<file path="config.mk">
export PLATFORM = sky130hd
export DESIGN_NAME = mdu_s2
export DESIGN_NICKNAME = d
export VERILOG_FILES = /design/src/rtl/mdu_s2.sv
export SDC_FILE = /design/constraint.sdc
export NUM_CORES = 1
export LEC_CHECK = 0
export ABC_AREA = 1
export CELL_PAD_IN_SITES_DETAIL_PLACEMENT = 0
export CELL_PAD_IN_SITES_GLOBAL_PLACEMENT = 2
export CORE_MARGIN = 2
export CORE_UTILIZATION = 35
export DETAILED_ROUTE_END_ITERATION = 10
export DONT_BUFFER_PORTS = 1
export HOLD_SLACK_MARGIN = 0.12
export PLACE_DENSITY = 0.8
export SETUP_SLACK_MARGIN = 0.2
export SYNTH_ARGS = -nofsm -noshare
export SYNTH_HDL_FRONTEND = slang
export SYNTH_SLANG_ARGS = --single-unit
</file>
<file path="constraint.sdc">
create_clock -name clk -period 4.1 [get_ports clk]
set_input_delay 0.41 -clock clk [delete_from_list [all_inputs] [get_ports clk]]
set_output_delay 0.41 -clock clk [all_outputs]
set_load 0.03 [all_outputs]
</file>
<file path="src/rtl/mdu_s2.sv">
// Final multiply/divide stage: commits multiplies and MTHI/MTLO in one cycle,
// and runs a 32-step restoring divider that stalls the pipeline. Owns HI/LO.
module mdu_s2 #(
    parameter int MDOP_W = 6
) (
    input  logic              clk,
    input  logic              rst_n,
    input  logic [31:0]       s2_AC_i,
    input  logic [31:0]       s2_AD_i,
    input  logic [31:0]       s2_CB_i,
    input  logic [31:0]       s2_BD_i,
    input  logic [MDOP_W-1:0] s2_mduop_i,
    input  logic              s2_res_sign_i,
    input  logic              s2_valid_i,
    input  logic [31:0]       s2_opr1_i,
    input  logic [31:0]       s2_opr2_i,
    input  logic [31:0]       s2_whi_i,
    input  logic [31:0]       s2_wlo_i,
    input  logic              s2_stall_i,
    input  logic              s2_flush_i,
    output logic [31:0]       s2_hi_o,
    output logic [31:0]       s2_lo_o,
    output logic              s2_stall_req_o,
    output logic              s2_busy_o,
    output logic              s2_res_valid_o
);

    localparam int OP_MULT  = 0;
    localparam int OP_MULTU = 1;
    localparam int OP_DIV   = 2;
    localparam int OP_DIVU  = 3;
    localparam int OP_MTHI  = 4;
    localparam int OP_MTLO  = 5;

    typedef enum logic [1:0] {IDLE, BUSY, DONE} state_e;

    state_e      state_q, state_d;
    logic [31:0] hi_q, hi_d, lo_q, lo_d;
    logic [31:0] rem_q, rem_d, quo_q, quo_d, dvs_q, dvs_d;
    logic [4:0]  cnt_q, cnt_d;
    logic        qsign_q, qsign_d, rsign_q, rsign_d;
    logic        launched_q, launched_d;
    logic        res_valid_q, res_valid_d;

    logic        is_mul, is_div, is_sdiv, live, div_req, launch, div_zero;
    logic [63:0] mag, mul_res;
    logic [31:0] dvd_mag, dvs_mag;
    logic [32:0] shifted, diff;

    assign is_mul  = s2_mduop_i[OP_MULT] | s2_mduop_i[OP_MULTU];
    assign is_sdiv = s2_mduop_i[OP_DIV];
    assign is_div  = s2_mduop_i[OP_DIV] | s2_mduop_i[OP_DIVU];

    // Single-cycle ops only retire while the divider is idle; anything else is ignored.
    assign live     = s2_valid_i & ~s2_flush_i & (state_q == IDLE);
    assign div_req  = live & is_div & ~launched_q;
    assign launch   = div_req & (s2_opr2_i != 32'd0);
    assign div_zero = div_req & (s2_opr2_i == 32'd0);

    assign mag     = {s2_AC_i, 32'b0} + {16'b0, s2_AD_i, 16'b0}
                   + {16'b0, s2_CB_i, 16'b0} + {32'b0, s2_BD_i};
    assign mul_res = s2_res_sign_i ? -mag : mag;

    assign dvd_mag = (is_sdiv & s2_opr1_i[31]) ? -s2_opr1_i : s2_opr1_i;
    assign dvs_mag = (is_sdiv & s2_opr2_i[31]) ? -s2_opr2_i : s2_opr2_i;

    // Remainder < divisor, so a successful trial subtraction always fits in 32 bits.
    assign shifted = {rem_q, quo_q[31]};
    assign diff    = shifted - {1'b0, dvs_q};

    assign s2_stall_req_o = launch | ((state_q == BUSY) & ~s2_flush_i);
    assign s2_busy_o      = (state_q != IDLE);
    assign s2_res_valid_o = res_valid_q;
    assign s2_hi_o        = hi_q;
    assign s2_lo_o        = lo_q;

    always_comb begin
        // NOTE: every next-state signal gets a default first so no path infers a latch.
        state_d     = state_q;
        hi_d        = hi_q;
        lo_d        = lo_q;
        rem_d       = rem_q;
        quo_d       = quo_q;
        dvs_d       = dvs_q;
        cnt_d       = cnt_q;
        qsign_d     = qsign_q;
        rsign_d     = rsign_q;
        launched_d  = launched_q;
        res_valid_d = 1'b0;

        case (state_q)
            IDLE: begin
                if (launch) begin
                    state_d = BUSY;
                    cnt_d   = 5'd0;
                    rem_d   = 32'd0;
                    quo_d   = dvd_mag;
                    dvs_d   = dvs_mag;
                    qsign_d = is_sdiv & (s2_opr1_i[31] ^ s2_opr2_i[31]);
                    rsign_d = is_sdiv & s2_opr1_i[31];
                end
                if (live & is_mul) begin
                    hi_d        = mul_res[63:32];
                    lo_d        = mul_res[31:0];
                    res_valid_d = 1'b1;
                end
                if (live & s2_mduop_i[OP_MTHI]) begin
                    hi_d        = s2_whi_i;
                    res_valid_d = 1'b1;
                end
                if (live & s2_mduop_i[OP_MTLO]) begin
                    lo_d        = s2_wlo_i;
                    res_valid_d = 1'b1;
                end
            end
            BUSY: begin
                if (s2_flush_i) begin
                    state_d = IDLE;
                end else begin
                    rem_d = diff[32] ? shifted[31:0] : diff[31:0];
                    quo_d = {quo_q[30:0], ~diff[32]};
                    cnt_d = cnt_q + 5'd1;
                    if (cnt_q == 5'd31) state_d = DONE;
                end
            end
            DONE: begin
                state_d = IDLE;
                if (!s2_flush_i) begin
                    lo_d        = qsign_q ? -quo_q : quo_q;
                    hi_d        = rsign_q ? -rem_q : rem_q;
                    res_valid_d = 1'b1;
                end
            end
            default: state_d = IDLE;
        endcase

        // launched marks the held div as retired; it drops once the stage moves on.
        if (launch | div_zero) launched_d = 1'b1;
        if (!s2_stall_i || s2_flush_i) launched_d = 1'b0;
    end

    // NOTE: state registers use non-blocking assignments so all flops update together.
    always_ff @(posedge clk or negedge rst_n) begin
        if (!rst_n) begin
            state_q     <= IDLE;
            hi_q        <= 32'd0;
            lo_q        <= 32'd0;
            rem_q       <= 32'd0;
            quo_q       <= 32'd0;
            dvs_q       <= 32'd0;
            cnt_q       <= 5'd0;
            qsign_q     <= 1'b0;
            rsign_q     <= 1'b0;
            launched_q  <= 1'b0;
            res_valid_q <= 1'b0;
        end else begin
            state_q     <= state_d;
            hi_q        <= hi_d;
            lo_q        <= lo_d;
            rem_q       <= rem_d;
            quo_q       <= quo_d;
            dvs_q       <= dvs_d;
            cnt_q       <= cnt_d;
            qsign_q     <= qsign_d;
            rsign_q     <= rsign_d;
            launched_q  <= launched_d;
            res_valid_q <= res_valid_d;
        end
    end

endmodule

</file>
Word level (Yosys, flattened, before mapping)
Cells that the tools add are included.
{"block": "totals", "wordCells": 99, "ff_bits": 171, "inputBits": 268, "output_inout_bits": 67}
{"block": "classes", "add_sub_neg": 10, "reduce_logical": 14, "eq_ne": 9, "n_mux": 34, "bitwise": 21}
{"op": "2-to-1 mux 32 bit", "count": 15}
{"op": "one-hot mux 32 bit (2 select lines)", "count": 4}
{"op": "adder 64 x 48 -> 64 bit", "count": 2}
{"op": "negator 32 bit", "count": 4}
{"op": "adder 64 x 32 -> 64 bit", "count": 1}
{"op": "2-to-1 mux 64 bit", "count": 1}
{"op": "negator 64 bit", "count": 1}
{"op": "subtractor 33 x 32 -> 33 bit", "count": 1}
{"op": "logical NOT 32 bit", "count": 1}
{"op": "nonzero test 32 bit", "count": 1}
{"op": "AND 1 bit", "count": 13}
{"op": "2-to-1 mux 5 bit", "count": 2}
{"op": "one-hot mux 5 bit (2 select lines)", "count": 1}
{"op": "AND reduction 3 bit", "count": 3}
{"op": "nonzero test 2 bit", "count": 4}
{"op": "2-to-1 mux 1 bit", "count": 6}
{"op": "2-to-1 mux 2 bit", "count": 3}
{"op": "inequality test 2 bit, second input constant", "count": 3}
{"op": "inequality test 3 x 1 -> 1 bit, second input constant", "count": 2}
{"op": "adder 5 x 1 -> 5 bit, second input constant", "count": 1}
{"op": "== test 5 bit, second input constant", "count": 1}
{"op": "OR 1 bit", "count": 4}
{"op": "one-hot mux 2 bit (2 select lines)", "count": 1}
{"op": "AND reduction 2 bit", "count": 2}
{"op": "other kinds (9)", "count": 11}

Longest topological paths before layout
{"block": "depth", "ltp_word": 9, "depth_mapped": 25}

Worst setup path after synthesis
No wires, ideal clock.
{"block": "synth_path", "kind": "input to register", "start": "in s2_AD_i[1]", "end": "reg hi_q[21], in the netlist s2_hi_o[21]", "path_stages": 21, "t_arrival_ns": 3.128, "path_slack_ns": 0.848, "setup_ns": 0.124, "n_path_buf": 0, "path_cell_list": "fa_1 ha_1 fa_1 nand2_1 nand2_1 nand3_1 nand2_1 nand2_1 nand3_1 nand2_2 nand2_1 nor2_1 nand3_2 nor2_4 nand2_2 o21ai_2 nand2_2 nand2_1 nand2_1 o21bai_1 a21oi_1"}
{"block": "synth_between", "elab_chain_len": 8}
{"item": "start, declared", "line": "9", "text": "input logic [31:0] s2_AD_i,"}
{"item": "adder 64 x 48 -> 64 bit (*)", "line": "60", "text": "assign mag = {s2_AC_i, 32'b0} + {16'b0, s2_AD_i, 16'b0}"}
{"item": "adder 64 x 48 -> 64 bit (*)", "line": "61", "text": "+ {16'b0, s2_CB_i, 16'b0} + {32'b0, s2_BD_i};"}
{"item": "adder 64 x 32 -> 64 bit (*)", "line": "61"}
{"item": "negator 64 bit", "line": "62", "text": "assign mul_res = s2_res_sign_i ? -mag : mag;"}
{"item": "2-to-1 mux 64 bit (*)", "line": "62"}
{"item": "2-to-1 mux 32 bit (*)", "line": "102", "text": "if (live & is_mul) begin"}
{"item": "2-to-1 mux 32 bit (*)", "line": "107", "text": "if (live & s2_mduop_i[OP_MTHI]) begin"}
{"item": "one-hot mux 32 bit (2 select lines) (*)", "line": "91", "text": "case (state_q)"}
{"item": "end signal, assigned", "line": "158", "text": "hi_q <= hi_d;"}
{"item": "end, declared", "line": "38", "text": "logic [31:0] hi_q, hi_d, lo_q, lo_d;"}
Mark *: on every way between the ends. The rest lies on a longest branch, timed or not. The select of a mux whose other input is x is not followed.
A chain may end at the register's enable or synchronous reset.

Worst setup path after layout
{"block": "layout_path", "start": "reg quo_q[31]", "end": "reg rem_q[31]"}
{"block": "layout_between", "elab_chain_len": 4}
{"item": "start, declared", "line": "39", "text": "logic [31:0] rem_q, rem_d, quo_q, quo_d, dvs_q, dvs_d;"}
{"item": "start signal, assigned", "line": "161", "text": "quo_q <= quo_d;"}
{"item": "subtractor 33 x 32 -> 33 bit", "line": "69", "text": "assign diff = shifted - {1'b0, dvs_q};"}
{"item": "2-to-1 mux 32 bit", "line": "120", "text": "rem_d = diff[32] ? shifted[31:0] : diff[31:0];"}
{"item": "2-to-1 mux 32 bit", "line": "117", "text": "if (s2_flush_i) begin"}
{"item": "one-hot mux 32 bit (2 select lines)", "line": "91"}
{"item": "end signal, assigned", "line": "160", "text": "rem_q <= rem_d;"}
{"item": "end, declared", "line": "39"}
Every way passes these cells. The select of a mux whose other input is x is not followed.

==> results.txt <==
violated checks: hold timing
vias per cell: 5.340
Tcrit/Tclk final: 0.8719
Synth top area share: 0.2269
CTS tree: yes
Die Wd: 236.1 um
synth top area cells: dfrtp_1 (23%), nand2_1 (16%), inv_1 (8.0%), nor2_1 (7.6%), o21ai_0 (6.7%)
Initial Utilization: 0.3526
Register Area: 0.004279 sq mm
outcome: finished with violations
Post-Synth Adder-Cell Area: 0.08319
Post-Synth XOR/XNOR Area: 0.03901
Post-Syn Area per Cell: 6.144 sq um
met1 Use GR: 0.3783
RSZ-0062 raised after global routing: false
Fmax: 279.7 MHz
area delta synth->final: 8.266%
detailed placement HPWL: 62.46 mm
clock root cell: clkbuf_16
synthesized net count: 3,443
r2r setup slk: 0.53 ns
met2 Use GR: 0.4216
core area: 0.05350 sq mm
Worst R2R Start: quo_q[31]
Routed WL: 76.05 mm
setup bufs post-CTS: 0
Worst Setup End Kind: flip-flop
Iter 0 DRT Violations: 1,702
Mapped Area: 0.01886 sq mm
setup TNS: 0 ns
placed insts: 3,705
Setup CP Type: flip-flop to flip-flop
register area share after synthesis: 0.2269
I/O pin count: 335
Die ar.: 0.05576 sq mm
Worst-path clk slew: 0.07 ns
Synth cell types: 58
final net count: 3,416
Die H: 236.1 um
slew margin rel.: 0.1637
largest family of logic cells by synthesized area: simple AND/OR/NAND/NOR gates
final hold violations: 171
Setup Skew: 0.01267 ns
# hold bufs at CTS: 15
Power Total: 11.21 mW
cts bufs inserted: 17
gr usage total: 0.2726
largest net degree at the start of global routing: 172
area occupied by multi-input gates: 0.01267 sq mm
warnings from Yosys: 0
cell taking the most area after synthesis: dfrtp_1
final setup fails: 0
routed len/inst: 20.25 um
gr busiest metal: met2
GR Util met3: 0.06682
Sink Count: 171
GRT Residual Overflow: 0
Synth Area in Simple Gates: 0.3595
R2R depth: 20
commonest non-fill, non-tap cell in the layout: nand2_1
Hold Path Class: input pin to async pin
DR pass1 iterations: 5
vias in the first global route: 19,317
fillcell total: 5,838
maximum vdd drop: 0.0003393 V
Final Max Slew Viols: 0
final non-filler cell total: 3,755
Post-Synthesis Cells: 3,070
Maximum Capacitance Violations: 0
compound-cell area share of the yosys netlist: 0.1886
drc violations: 0
WP data arrival: 3.89 ns
worst hold margin: -0.3565 ns
Worst Path Max Fanout: 6
first-pass GRT wire length: 117.5 mm
Post-DRT Antenna Nets: 0
CTS HTree Levels: 4
vias: 20,053
Port Buffers: 0
commonest non-fill, non-tap cells in the layout: nand2_1 (795), inv_1 (400), nor2_1 (381), o21ai_0 (252), a21oi_1 (188)
CP required: 4.41 ns
total power divided by cell area: 549.1 mW/mm^2
CTS Buffer Depth: 2
initial antenna violation count: 10
slew at the pin with the worst max-slew slack: 1.253 ns
Pleak: 9.961 nW
Row Count: 85
RD Place Congestion: 0.9125
Tmin final: 3.575 ns
post-synthesis mux area share: 0.0005307
Reg-to-Reg End: rem_q[31]
Worst setup SP type: flip-flop
layout cells sized above 1: 0.06054
#FFs+latches synth: 171
Skew-Pair Late Insertion Delay: 0.49 ns
## what timing repair did
action,in CTS,in global routing
endpoints found under the setup margin,0,4
gates resized for setup,0,2
hold endpoints to repair,185,171
## cells in the mapped netlist, drive strengths merged
library cell and count:
a21boi 4, a21o 5, a21oi 192, a221oi 2
a22o 1, a22oi 8, a31o 1, a31oi 44
a41oi 1, and2 3, and3 2, and3b 1
buf 20, clkbuf 71, clkinv 3, dfrtp 171
fa 34, ha 71, inv 413, mux2i 1
nand2 840, nand3 195, nand3b 12, nand4 40
nor2 405, nor3 53, nor4 15, o211a 1
o211ai 24, o21a 3, o21ai 264, o21bai 13
o221ai 31, o22ai 25, o31ai 8, or2 8
or4 1, xnor2 32, xor2 52
## through the flow
step | util | setup WS (ns) | area (sq um) | hold slack [ns]
6_report | 0.3817 | 0.5250 | 20420 | -0.3565
5_1_grt | 0.3817 | 0.2148 | 20420 | -0.3833
4_1_cts | 0.3815 | 0.4515 | 20410 | -0.3936
3_5_place_dp | 0.3672 | 0.1025 | 19640 | 0.1405
3_3_place_gp | 0.3672 | 0.1182 | 19640 | 0.1396
2_1_floorplan | - | 0.8476 | 18860 | 0.1144
## cells by family (layout without fill, tap and decap cells)
| logic type | count (synthesis) | in the layout |
|---|---|---|
| mux | 1 | 1 |
| flops | 171 | 171 |
| simple gates | 1575 | 1575 |
| fa+ha+maj | 105 | 105 |
| buf+inv | 507 | 493 |
| xor+xnor | 84 | 84 |
| other cells | 0 | 3 |
| compound gates | 627 | 627 |
## metal layers
metal	up-vias	wire length (um)
met4	12	1659
met3	76	5708
li1	10020	-
met2	619	33300
met1	9326	35300
met5	-	82
## worst max-delay path by stage
| stage | startpoint | endpoint | slack, ns | cells past startpoint |
|---|---|---|---|---|
| 5_1_grt | s2_AD_i[1] | s2_hi_o[17] | 0.21 | 20 |
| 6_report | quo_q[31] | rem_q[31] | 0.53 | 20 |
| 2_1_floorplan | s2_AD_i[1] | s2_hi_o[21] | 0.85 | 21 |
| 3_5_place_dp | s2_AD_i[1] | s2_hi_o[22] | 0.10 | 20 |
| 4_1_cts | quo_q[31] | rem_q[26] | 0.45 | 17 |
| 3_3_place_gp | s2_AD_i[1] | s2_hi_o[22] | 0.12 | 20 |
## cell type report
type                    instances  share of cell area
well taps                     696             0.04265
multi-input cells            2392              0.6205
clock inverters                14            0.008701
clock buffers                  18             0.02151
inverters                     416             0.07647
diodes                          3           0.0003676
repair buffers                 45             0.02022
flip-flops and latches        171              0.2096
## flip-flops by register name, indices dropped and copies added (netlist names)
signal,cells
rem_q,32
quo_q,32
s2_hi_o,32
qsign_q,1
dvs_q,32
state_q,2
s2_res_valid_o,1
launched_q,1
s2_lo_o,32
cnt_q,5
rsign_q,1
## power by group
part	total, mW	internal (mW)	switching (mW)
Combinational	6.06	2.09	3.96
Sequential	3.39	2.22	1.17
Clock	1.76	0.938	0.822
## critical path, stage by stage (launching register included)
cell and delay [ns]:
dfrtp_1 0.37, inv_1 0.12, ha_1 0.16, inv_1 0.06
fa_1 0.41, nand3_1 0.10, nand3_1 0.13, a21oi_2 0.22
o21bai_1 0.16, a21boi_2 0.27, inv_1 0.13, nand2_1 0.07
nand2_1 0.14, nand3_1 0.16, nand3_1 0.08, nand2_1 0.20
inv_1 0.22, a21oi_1 0.16, o21ai_0 0.09, nand2_1 0.07
o21ai_0 0.07
Note: power is estimated with default switching activity, not from simulation.
